$ cat src/rtl/lsu_align.sv
// lsu_align: byte-addressed RV32I load/store front end for a 4096 x 32 word
// memory. Sub-word stores become read-modify-write sequences, accesses that
// straddle a word boundary become two-word accesses, and load data is
// extracted and extended here so the memory only ever sees full words.
module lsu_align (
    input  logic        clk,
    input  logic        rst_n,
    input  logic        req_valid,
    output logic        req_ready,
    input  logic [2:0]  req_funct,
    input  logic [31:0] req_addr,
    input  logic [31:0] req_wdata,
    output logic        resp_valid,
    output logic [31:0] resp_rdata,
    output logic        mem_we,
    output logic [2:0]  mem_ctrl,
    output logic [12:0] mem_addr,
    output logic [31:0] mem_wdata,
    input  logic [31:0] mem_rdata
);

    typedef enum logic [2:0] {IDLE, LD0, LD1, SRD0, SWR0, SRD1, SWR1, DONE} state_t;

    state_t      state;
    logic [2:0]  funct_q;
    logic [11:0] w0;
    logic [11:0] w1;
    logic [1:0]  off;
    logic [31:0] wdata_q;
    logic [31:0] buf0;
    logic [31:0] buf1;

    logic [2:0]  size;
    logic [3:0]  mask_sz;
    logic        split;
    logic [31:0] st_dmask;
    logic [63:0] st_vec;
    logic [7:0]  st_bmask;
    logic [31:0] ld_lo;
    logic [31:0] ld_hi;
    logic [63:0] ld_cat;
    logic [31:0] ld_win;
    logic [31:0] ld_val;

    // Address bits above the 16 KiB window alias and are intentionally dropped.
    logic unused_addr;
    assign unused_addr = ^req_addr[31:14];

    // Byte-lane replace: take new byte where the mask is set, keep old otherwise.
    function automatic logic [31:0] merge(input logic [31:0] old, input logic [31:0] nw,
                                          input logic [3:0] m);
        logic [31:0] r;
        for (int i = 0; i < 4; i++) r[8*i +: 8] = m[i] ? nw[8*i +: 8] : old[8*i +: 8];
        return r;
    endfunction

    // Access size and byte-enable pattern of the latched request.
    always_comb begin
        case (funct_q)
            3'd0, 3'd3, 3'd5: begin size = 3'd1; mask_sz = 4'b0001; end
            3'd1, 3'd4, 3'd6: begin size = 3'd2; mask_sz = 4'b0011; end
            default:          begin size = 3'd4; mask_sz = 4'b1111; end
        endcase
    end

    assign split    = ({1'b0, off} + size) > 3'd4;
    assign w1       = w0 + 12'd1;              // word 4095 wraps to word 0
    assign st_dmask = {{8{mask_sz[3]}}, {8{mask_sz[2]}}, {8{mask_sz[1]}}, {8{mask_sz[0]}}};
    assign st_vec   = {32'd0, wdata_q & st_dmask} << {off, 3'b000};
    assign st_bmask = {4'd0, mask_sz} << off;

    // Load assembly. In LD0 the word is still on mem_rdata (buf0 not yet
    // written); in LD1 the low word sits in buf0 and the high word on the bus.
    always_comb begin
        ld_lo  = (state == LD1) ? buf0 : mem_rdata;
        ld_hi  = (state == LD1) ? mem_rdata : 32'd0;
        ld_cat = {ld_hi, ld_lo};
        ld_win = ld_cat[{off, 3'b000} +: 32];
        case (funct_q)
            3'd0:    ld_val = {{24{ld_win[7]}},  ld_win[7:0]};
            3'd1:    ld_val = {{16{ld_win[15]}}, ld_win[15:0]};
            3'd3:    ld_val = {24'd0, ld_win[7:0]};
            3'd4:    ld_val = {16'd0, ld_win[15:0]};
            default: ld_val = ld_win;
        endcase
    end

    // Sequencer: request latch, read captures, response register.
    always_ff @(posedge clk) begin
        if (!rst_n) begin
            state      <= IDLE;
            funct_q    <= 3'd0;
            w0         <= 12'd0;
            off        <= 2'd0;
            wdata_q    <= 32'd0;
            buf0       <= 32'd0;
            buf1       <= 32'd0;
            resp_rdata <= 32'd0;
        end else begin
            case (state)
                IDLE: if (req_valid) begin
                    funct_q <= req_funct;
                    w0      <= req_addr[13:2];
                    off     <= req_addr[1:0];
                    wdata_q <= req_wdata;
                    if (req_funct < 3'd5)
                        state <= LD0;
                    else if (req_funct == 3'd7 && req_addr[1:0] == 2'd0)
                        state <= SWR0;     // full aligned word needs no read
                    else
                        state <= SRD0;
                end
                LD0: begin
                    buf0 <= mem_rdata;
                    if (split) state <= LD1;
                    else begin
                        resp_rdata <= ld_val;
                        state      <= DONE;
                    end
                end
                LD1: begin
                    buf1       <= mem_rdata;
                    resp_rdata <= ld_val;
                    state      <= DONE;
                end
                SRD0: begin
                    buf0  <= mem_rdata;
                    state <= SWR0;
                end
                SWR0: begin
                    if (split) state <= SRD1;
                    else begin
                        resp_rdata <= 32'd0;
                        state      <= DONE;
                    end
                end
                SRD1: begin
                    buf1  <= mem_rdata;
                    state <= SWR1;
                end
                SWR1: begin
                    resp_rdata <= 32'd0;
                    state      <= DONE;
                end
                DONE:    state <= IDLE;
                default: state <= IDLE;
            endcase
        end
    end

    // Memory-side and handshake outputs; all forced quiet while in reset so
    // a reset landing on a write cycle never reaches the array.
    always_comb begin
        req_ready  = rst_n && (state == IDLE);
        resp_valid = rst_n && (state == DONE);
        mem_we     = 1'b0;
        mem_ctrl   = 3'd2;
        mem_addr   = 13'd0;
        mem_wdata  = 32'd0;
        if (rst_n) begin
            case (state)
                LD0, SRD0: mem_addr = {1'b0, w0};
                LD1, SRD1: mem_addr = {1'b0, w1};
                SWR0: begin
                    // An aligned sw has mask 4'hF, so the unread buf0 is fully replaced.
                    mem_addr  = {1'b0, w0};
                    mem_we    = 1'b1;
                    mem_ctrl  = 3'd7;
                    mem_wdata = merge(buf0, st_vec[31:0], st_bmask[3:0]);
                end
                SWR1: begin
                    mem_addr  = {1'b0, w1};
                    mem_we    = 1'b1;
                    mem_ctrl  = 3'd7;
                    mem_wdata = merge(buf1, st_vec[63:32], st_bmask[7:4]);
                end
                default: ;
            endcase
        end
    end

endmodule

$ cat config.mk
export PLATFORM = sky130hd
export DESIGN_NAME = lsu_align
export DESIGN_NICKNAME = d
export VERILOG_FILES = /design/src/rtl/lsu_align.sv
export SDC_FILE = /design/constraint.sdc
export NUM_CORES = 1
export LEC_CHECK = 0
export ABC_AREA = 1
export ABC_CLOCK_PERIOD_IN_PS = 2610
export CAP_MARGIN = 20
export CORE_MARGIN = 5
export CORE_UTILIZATION = 52
export DETAILED_ROUTE_END_ITERATION = 12
export PLACE_DENSITY = 0.81
export SLEW_MARGIN = 20
export SYNTH_ARGS = -nofsm -noshare
export SYNTH_HDL_FRONTEND = slang
export SYNTH_SLANG_ARGS = --single-unit
$ cat constraint.sdc
create_clock -name clk -period 2.61 [get_ports clk]
set_input_delay 0.261 -clock clk [delete_from_list [all_inputs] [get_ports clk]]
set_output_delay 0.261 -clock clk [all_outputs]
set_load 0.1 [all_outputs]
==> flow_metrics.env, run 1 <==
export IMPL_status="finished with violations"
export IMPL_violations="setup timing"
export IMPL_synth_edf_count=0
export IMPL_final_util_pct=74.0
export IMPL_ys_flop_type="dfxtp_1"
export IMPL_netlist_top_cells_count="318 x nand2_1, 255 x o21ai_0, 222 x a21oi_1, 148 x dfxtp_1, 125 x inv_1"
export IMPL_cp_arrival_ps=2480
export IMPL_fmax_ghz=0.365
export IMPL_cp_required_ps=2350
export IMPL_critical_path_class="flop to output pin"
export IMPL_setup_viol=26
export IMPL_overflow=0
export IMPL_timing_rr_start="state[2]$_SDFFE_PN0P_"
export IMPL_num_vias=10400
export IMPL_first_global_vias=9519
export IMPL_synth_top_cell_area_share_pct=33.9
export IMPL_grt_pass1_wl_um=51100
export IMPL_cts_htree_levels=4
export IMPL_drc_errors=0
export IMPL_clockRootBuffer="clkbuf_16"
export IMPL_hold_depth=3
export IMPL_ys_types=39
export IMPL_tritoncts="built"
export IMPL_worst_path_largest_cell_delay_ps=390
export IMPL_final_hold_viol_count=0
export IMPL_irDropWorstVdd_v=0.00125
export IMPL_ys_ff_latch=148
export IMPL_wl_um=33200
export IMPL_cp_max_fo=6
export IMPL_crit_chain="inv_4 -> nand2_2 -> nand3_4 -> nand3_4 -> clkinvlp_4 -> buf_6 -> nand2_4 -> clkinvlp_4 -> a21oi_2 -> o21ai_1 -> a21oi_2 -> buf_12"
export IMPL_ant_nets=0
export IMPL_fp_dieH_um=140
export IMPL_wire_per_inst_um=18.8
export IMPL_syn_to_final_growth_pct=39.8
export IMPL_io_buffer_count=164
export IMPL_row_count=47
export IMPL_whs_endpoint="funct_q[2]$_SDFFE_PN0P_"
export IMPL_reg2reg_slack_ps=180
export IMPL_syn_instance_count=1391
export IMPL_reg2reg_depth=9
export IMPL_fin_cells=1761
export IMPL_slew_headroom_pct=58.7
export IMPL_nets=1633
export IMPL_async_reset_ff_share_pct=0
export IMPL_dp_cells=1715
export IMPL_drive_gt1_share_pct=19.4
export IMPL_synthTopCellsByArea="dfxtp_1 34%, o21ai_0 15%, nand2_1 14%, a21oi_1 13%, inv_1 5.4%"
export IMPL_yosysWarnings=0
export IMPL_cts_buffer_depth=2
export IMPL_startpoint_type="flop"
export IMPL_syn_nets=1496
export IMPL_skew_ps=10.3
export IMPL_cts_buffers=17
export IMPL_synth_most_common_cell="nand2_1"
export IMPL_clk_latency_ps=440
export IMPL_worstMarginPinSlew_ps=618
export IMPL_finalCritPeriodShare_pct=105
export IMPL_antenna_found_initial=0
export IMPL_yosysSeqAreaShare_pct=33.9
export IMPL_rsz0062_at_grt="true"
export IMPL_firstDrtPassIters=6
export IMPL_fin_ws_ps=-126
export IMPL_clkSlewWorstSetupHoldPaths_ps=60
export IMPL_globalRouteTotalUtil_pct=32.6
export IMPL_yosysTopAreaCell="dfxtp_1"
export IMPL_slew_violations=0
export IMPL_die_w_um=140
export IMPL_initial_utilization_pct=52.9
export IMPL_drt_initial_drc_count=1350
export IMPL_gp_congestion=1.02
export IMPL_power_density_nw_per_um2=1260
export IMPL_avgSynthCellArea_um2=6.28
export IMPL_tns_ps=-1570
export IMPL_insertedDiodeCount=0
export IMPL_avgViaCountPerCell=5.93
export IMPL_worstSetupEndpointType="output pin"
export IMPL_worstHoldPathType="input port to flop"
export IMPL_drv_cap=0
export IMPL_worst_path_max_delay_cell="dfxtp_4"
export IMPL_die_area_um2=19500
export IMPL_fin_crit_ps=2740
export IMPL_syn_area_um2=8740
export IMPL_min_from="rst_n"
export IMPL_rr_endpoint="resp_rdata[10]$_SDFFE_PN0P_"
export IMPL_ios=185
export IMPL_hpwlAfterDp_um=23900
export IMPL_clock_sinks=148
export IMPL_fillCellCount=1300
export IMPL_grt_max_degree=67
export IMPL_leakagePower_nw=4.91
export IMPL_core_area_um2=16500
==> placed cells by master, fill, tap and decap left out, types with 8 or more instances in the layout <==
master | netlist | routed
a21oi_1 | 222 | 179
a21oi_2 | 1 | 37
nand2_1 | 318 | 296
dfxtp_1 | 148 | 143
o21ai_2 | 1 | 11
nand3_1 | 69 | 67
nand2_2 | 3 | 20
inv_1 | 125 | 117
o211ai_1 | 12 | 12
inv_2 | 6 | 8
o21bai_1 | 8 | 8
buf_12 | 0 | 54
clkbuf_16 | 0 | 17
buf_4 | 8 | 76
o21ai_0 | 255 | 217
nor2_1 | 66 | 58
clkdlybuf4s50_1 | 0 | 82
o21ai_1 | 0 | 26
==> cell type report <==
cell class | count | area, um2 | area share, %
timing repair buffer | 219 | 2540 | 20.8
sequential | 148 | 2970 | 24.3
clock buffer | 18 | 439 | 3.59
tap | 220 | 275 | 2.25
clock inverter | 14 | 176 | 1.44
multi-input combinational | 1008 | 5290 | 43.3
timing repair inverter | 1 | 7.51 | 0.0614
inverter | 133 | 520 | 4.26
==> worst max path at each step <==
| stage | startpoint | to | depth (start not counted) |
|---|---|---|---|
| finish | funct_q[0]$_SDFFE_PN0P_ | mem_wdata[22] | 12 |
| global route | funct_q[0]$_SDFFE_PN0P_ | mem_wdata[22] | 12 |
| CTS | funct_q[1]$_SDFFE_PN0P_ | mem_wdata[22] | 13 |
| detailed placement | funct_q[0]$_SDFFE_PN0P_ | resp_rdata[3]$_SDFFE_PN0P_ | 15 |
| global placement | funct_q[1]$_SDFFE_PN0P_ | mem_wdata[23] | 12 |
| floorplan | state[2]$_SDFFE_PN0P_ | mem_addr[4] | 6 |
==> stage by stage <==
| step | setup slack (ps) | total power [mW] | hold slack [ps] | instance area, um2 |
|---|---|---|---|---|
| after floorplan | -181 | 9.69 | 396 | 8940 |
| after global placement | 117 | 12.0 | 445 | 11200 |
| after detailed placement | 24.3 | 12.1 | 450 | 11200 |
| after CTS | -95.4 | 15.0 | 182 | 12100 |
| after global routing | -214 | 16.1 | 216 | 12200 |
| final | -126 | 15.4 | 190 | 12200 |
==> per-layer routing <==
metal  global-route usage (%)  vias to the layer above  part of all wire (%)
met5                        0                        -                     0
met4                     15.7                        0                   4.8
met3                     7.20                      115                   9.8
met2                     51.4                      638                    45
met1                     42.4                     4772                    40
li1                         -                     4918                     -
==> worst max-delay path, delay by kind of cell, from the launching register on <==
kind                   cells  cell delay [ps]
AO/OA/AOI/OAI              3              500
buffers and inverters      5              750
flip-flops                 1              390
AND/OR/NAND/NOR            4              390
==> power breakdown <==
group          switching, mW  leakage [nW]  internal [mW]
sequential             0.523          1.22           3.06
combinational           6.67          3.39           2.53
clock                   1.05         0.297           1.54
total                   8.24          4.91           7.13
==> logic make-up after synthesis <==
group                      count (synthesis)  synth area share, %
AOI/OAI and AO/OA                        518                 30.9
adders and majority gates                  3                0.515
buffers and inverters                    235                 10.9
DFF                                      148                 33.9
other                                      2               0.0859
and+or+nand+nor                          485                 23.7
==> what timing repair did <==
action	in CTS	in global routing
buffers inserted	9	4
hold buffers	0	0
cloned	2	0
endpoints found under the hold margin	0	0
setup endpoints to repair	38	68
pin swaps	22	27
gates resized for setup	86	42
==> registers in the layout, summed over array words and instances (netlist names) <==
register    flops
buf0           32
buf1           32
resp_rdata     32
wdata_q        32
w0             12
funct_q         3
state           3
off             2
(Power assumes the default switching activity.)
==> run 2, diff against run 1 <==
- CAP_MARGIN: 20 -> 5
==> results of run 2 <==
No change in the layout: final DEF, timing and power equal those of run 1.
==> run 3, diff against run 2 <==
- ABC_AREA: 1 -> not set
==> run 3 against run 2 <==
Against the previous run: the run still ends with setup timing left; largest cell class unchanged; critical path type unchanged; critical endpoint is now mem_wdata[14]; via count fell by 2.7%; cell count fell by 12%; count of clock-buffer cells in the layout increased by 4; clock power decreased by 5%; wire length rose by 9.4%; worst setup slack better by 27 ps.
==> flow_metrics.env, run 3 <==
export IMPL_async_reset_ff_share_pct=0
export IMPL_worstMarginPinSlew_ps=806
export IMPL_cts_htree_levels=4
export IMPL_overflow=0
export IMPL_hold_depth=3
export IMPL_syn_to_final_growth_pct=51.1
export IMPL_cts_buffers=17
export IMPL_layout_common_cells="293 x nand2_1, 156 x a21oi_1, 138 x dfxtp_1"
export IMPL_rr_endpoint="resp_rdata[20]$_SDFFE_PN0P_"
export IMPL_clock_sinks=148
export IMPL_row_count=47
export IMPL_ys_flop_type="dfxtp_1"
export IMPL_dr_wl_met2_um=17000
export IMPL_highest_layer="met4"
export IMPL_cp_max_fo=9
export IMPL_wl_met3_um=4000
export IMPL_switchingPower_mw=4.72
export IMPL_pwr_share_clk_pct=23.5
export IMPL_min_from="req_wdata[17]"
export IMPL_setup_viol=50
export IMPL_core_area_um2=16500
export IMPL_finalCritPeriodShare_pct=104
export IMPL_drt_initial_drc_count=1537
export IMPL_power_frac_seq_pct=29.2
export IMPL_swShare_pct=45.2
export IMPL_antenna_found_initial=0
export IMPL_critical_path_class="flop to output pin"
export IMPL_cts_buffer_depth=2
export IMPL_clkSlewWorstSetupHoldPaths_ps=60
export IMPL_wl_met1_um=13900
export IMPL_rsz0062_at_grt="true"
export IMPL_status="finished with violations"
export IMPL_first_global_vias=9308
export IMPL_ios=185
export IMPL_hpwlAfterDp_um=25000
export IMPL_die_w_um=139
export IMPL_leakagePower_nw=4.49
export IMPL_p_comb_share_pct=47.3
export IMPL_place_area_um2=11800
export IMPL_final_hold_viol_count=0
export IMPL_ant_nets=0
export IMPL_worstSetupEndpointType="output pin"
export IMPL_num_vias=10200
export IMPL_ys_types=70
export IMPL_fmax_ghz=0.369
export IMPL_syn_instance_count=1142
export IMPL_grt_pass1_wl_um=53200
export IMPL_synthTopCellsByArea="dfxtp_1 34%, nand2_1 13%, a21oi_1 9.4%, mux2i_1 7.2%, o21ai_0 2.8%"
export IMPL_timing_rr_start="funct_q[0]$_SDFFE_PN0P_"
export IMPL_drive_gt1_share_pct=28.3
export IMPL_clk_latency_ps=440
export IMPL_whs_endpoint="wdata_q[17]$_SDFFE_PN0P_"
export IMPL_yosysTopAreaCell="dfxtp_1"
export IMPL_design_area_um2=13200
export IMPL_wl_um=36300
export IMPL_startpoint_type="flop"
export IMPL_yosysSeqAreaShare_pct=34.0
export IMPL_drc_errors=0
export IMPL_yosysWarnings=0
export IMPL_internal_power_mw=5.73
export IMPL_slew_headroom_pct=45.9
export IMPL_avgViaCountPerCell=6.52
export IMPL_netlist_top_cells_count="298 x nand2_1, 163 x a21oi_1, 148 x dfxtp_1, 63 x clkbuf_1, 63 x mux2i_1"
export IMPL_synth_top_cell_area_share_pct=34.0
export IMPL_fin_ws_ps=-98.9
export IMPL_syn_nets=1247
export IMPL_firstDrtPassIters=5
export IMPL_power_density_nw_per_um2=794
export IMPL_cp_required_ps=2350
export IMPL_synth_edf_count=0
export IMPL_grt_max_degree=70
export IMPL_syn_area_um2=8710
export IMPL_worstHoldPathType="input port to flop"
export IMPL_ys_ff_latch=148
export IMPL_initial_utilization_pct=52.7
export IMPL_clockRootBuffer="clkbuf_16"
export IMPL_cp_arrival_ps=2450
export IMPL_reg2reg_depth=12
export IMPL_fp_dieH_um=139
export IMPL_nets=1430
export IMPL_drv_cap=0
export IMPL_tritoncts="built"
export IMPL_globalRouteTotalUtil_pct=34.3
export IMPL_irDropWorstVdd_v=0.000697
export IMPL_slew_violations=0
export IMPL_insertedDiodeCount=0
export IMPL_wire_per_inst_um=23.3
export IMPL_synth_most_common_cell="nand2_1"
export IMPL_fin_crit_ps=2710
export IMPL_violations="setup timing"
export IMPL_final_common_cell="nand2_1"
export IMPL_gp_congestion=0.959
export IMPL_die_area_um2=19400
export IMPL_timing_hold_ws_ps=368
export IMPL_io_buffer_count=164
export IMPL_fillCellCount=1105
export IMPL_skew_ps=12.4
export IMPL_avgSynthCellArea_um2=7.63
export IMPL_reg2reg_slack_ps=-80
run 3: area by class of cell:
type | instances | area [um2] | share of cell area [%]
clock inverter | 10 | 125 | 0.950
inverter | 8 | 37.5 | 0.285
sequential | 148 | 2990 | 22.7
clock buffer | 22 | 454 | 3.45
tap | 220 | 275 | 2.09
multi-input combinational | 893 | 6280 | 47.7
timing repair buffer | 257 | 3000 | 22.8
run 3: power groups by stage:
stage	logic (mW)	registers [mW]	clock network, mW
floorplan	2.28	3.82	0
global placement	4.35	3.02	0
detailed placement	4.41	3.04	0
finish	4.94	3.06	2.46
global route	5.14	3.09	2.56
CTS	4.58	3.01	2.45
run 3: worst max path at each step:
stage / startpoint / to / cells after the start
floorplan: funct_q[2]$_SDFFE_PN0P_ / mem_wdata[16] / 7
global placement: funct_q[1]$_SDFFE_PN0P_ / resp_rdata[22]$_SDFFE_PN0P_ / 9
detailed placement: funct_q[1]$_SDFFE_PN0P_ / resp_rdata[22]$_SDFFE_PN0P_ / 9
CTS: funct_q[1]$_SDFFE_PN0P_ / mem_wdata[16] / 9
global route: funct_q[1]$_SDFFE_PN0P_ / mem_wdata[14] / 9
finish: funct_q[1]$_SDFFE_PN0P_ / mem_wdata[14] / 9
run 3: kinds of logic (layout without fill, tap and decap cells):
family                   count (synthesis)  after routing  synth area share [%]
AND/OR/NAND/NOR                        448            448                  22.3
AO/OA/AOI/OAI                          348            349                  26.1
flip-flops                             148            148                  34.0
buffers and inverters                  102            297                  5.10
multiplexers                            88             88                  11.6
adder cells (fa/ha/maj)                  3              3                 0.517
XOR/XNOR                                 3              3                 0.302
other                                    2              2                0.0862
run 3: what timing repair did:
action / in CTS / in global routing
endpoints found under the setup margin: 60 / 74
buffers inserted: 12 / 8
gates resized for setup: 54 / 70
cloned: 1 / 3
pin swaps: 32 / 24
hold buffers: 0 / 0
run 3: worst max-delay path, stage by stage (launching register included):
cell     delay [ps]
dfxtp_4         420
buf_12          120
xor2_4          200
mux2i_4         120
buf_6           170
a21oi_4         160
buf_12          190
mux2i_2         310
o22ai_4         120
buf_12          200
run 3: per-stage QoR:
step           TNS, ps  util (%)  cells  setup WS, ps  power, mW
2_1_floorplan    -3200         -   1142          -505       6.09
3_3_place_gp         0      71.2   1503          16.4       7.38
3_5_place_dp     -34.1      71.2   1503         -26.9       7.45
4_1_cts           -118      77.1   1547         -54.1       10.0
5_1_grt          -4660      79.7   1558          -139       10.8
6_report         -1910      79.7   1558         -98.9       10.5
run 3: metal layers:
metal | track usage [%] | up-vias
li1 | - | 4489
met1 | 46.4 | 4805
met2 | 54.0 | 726
met4 | 12.7 | 0
met5 | 0 | -
met3 | 7.55 | 136
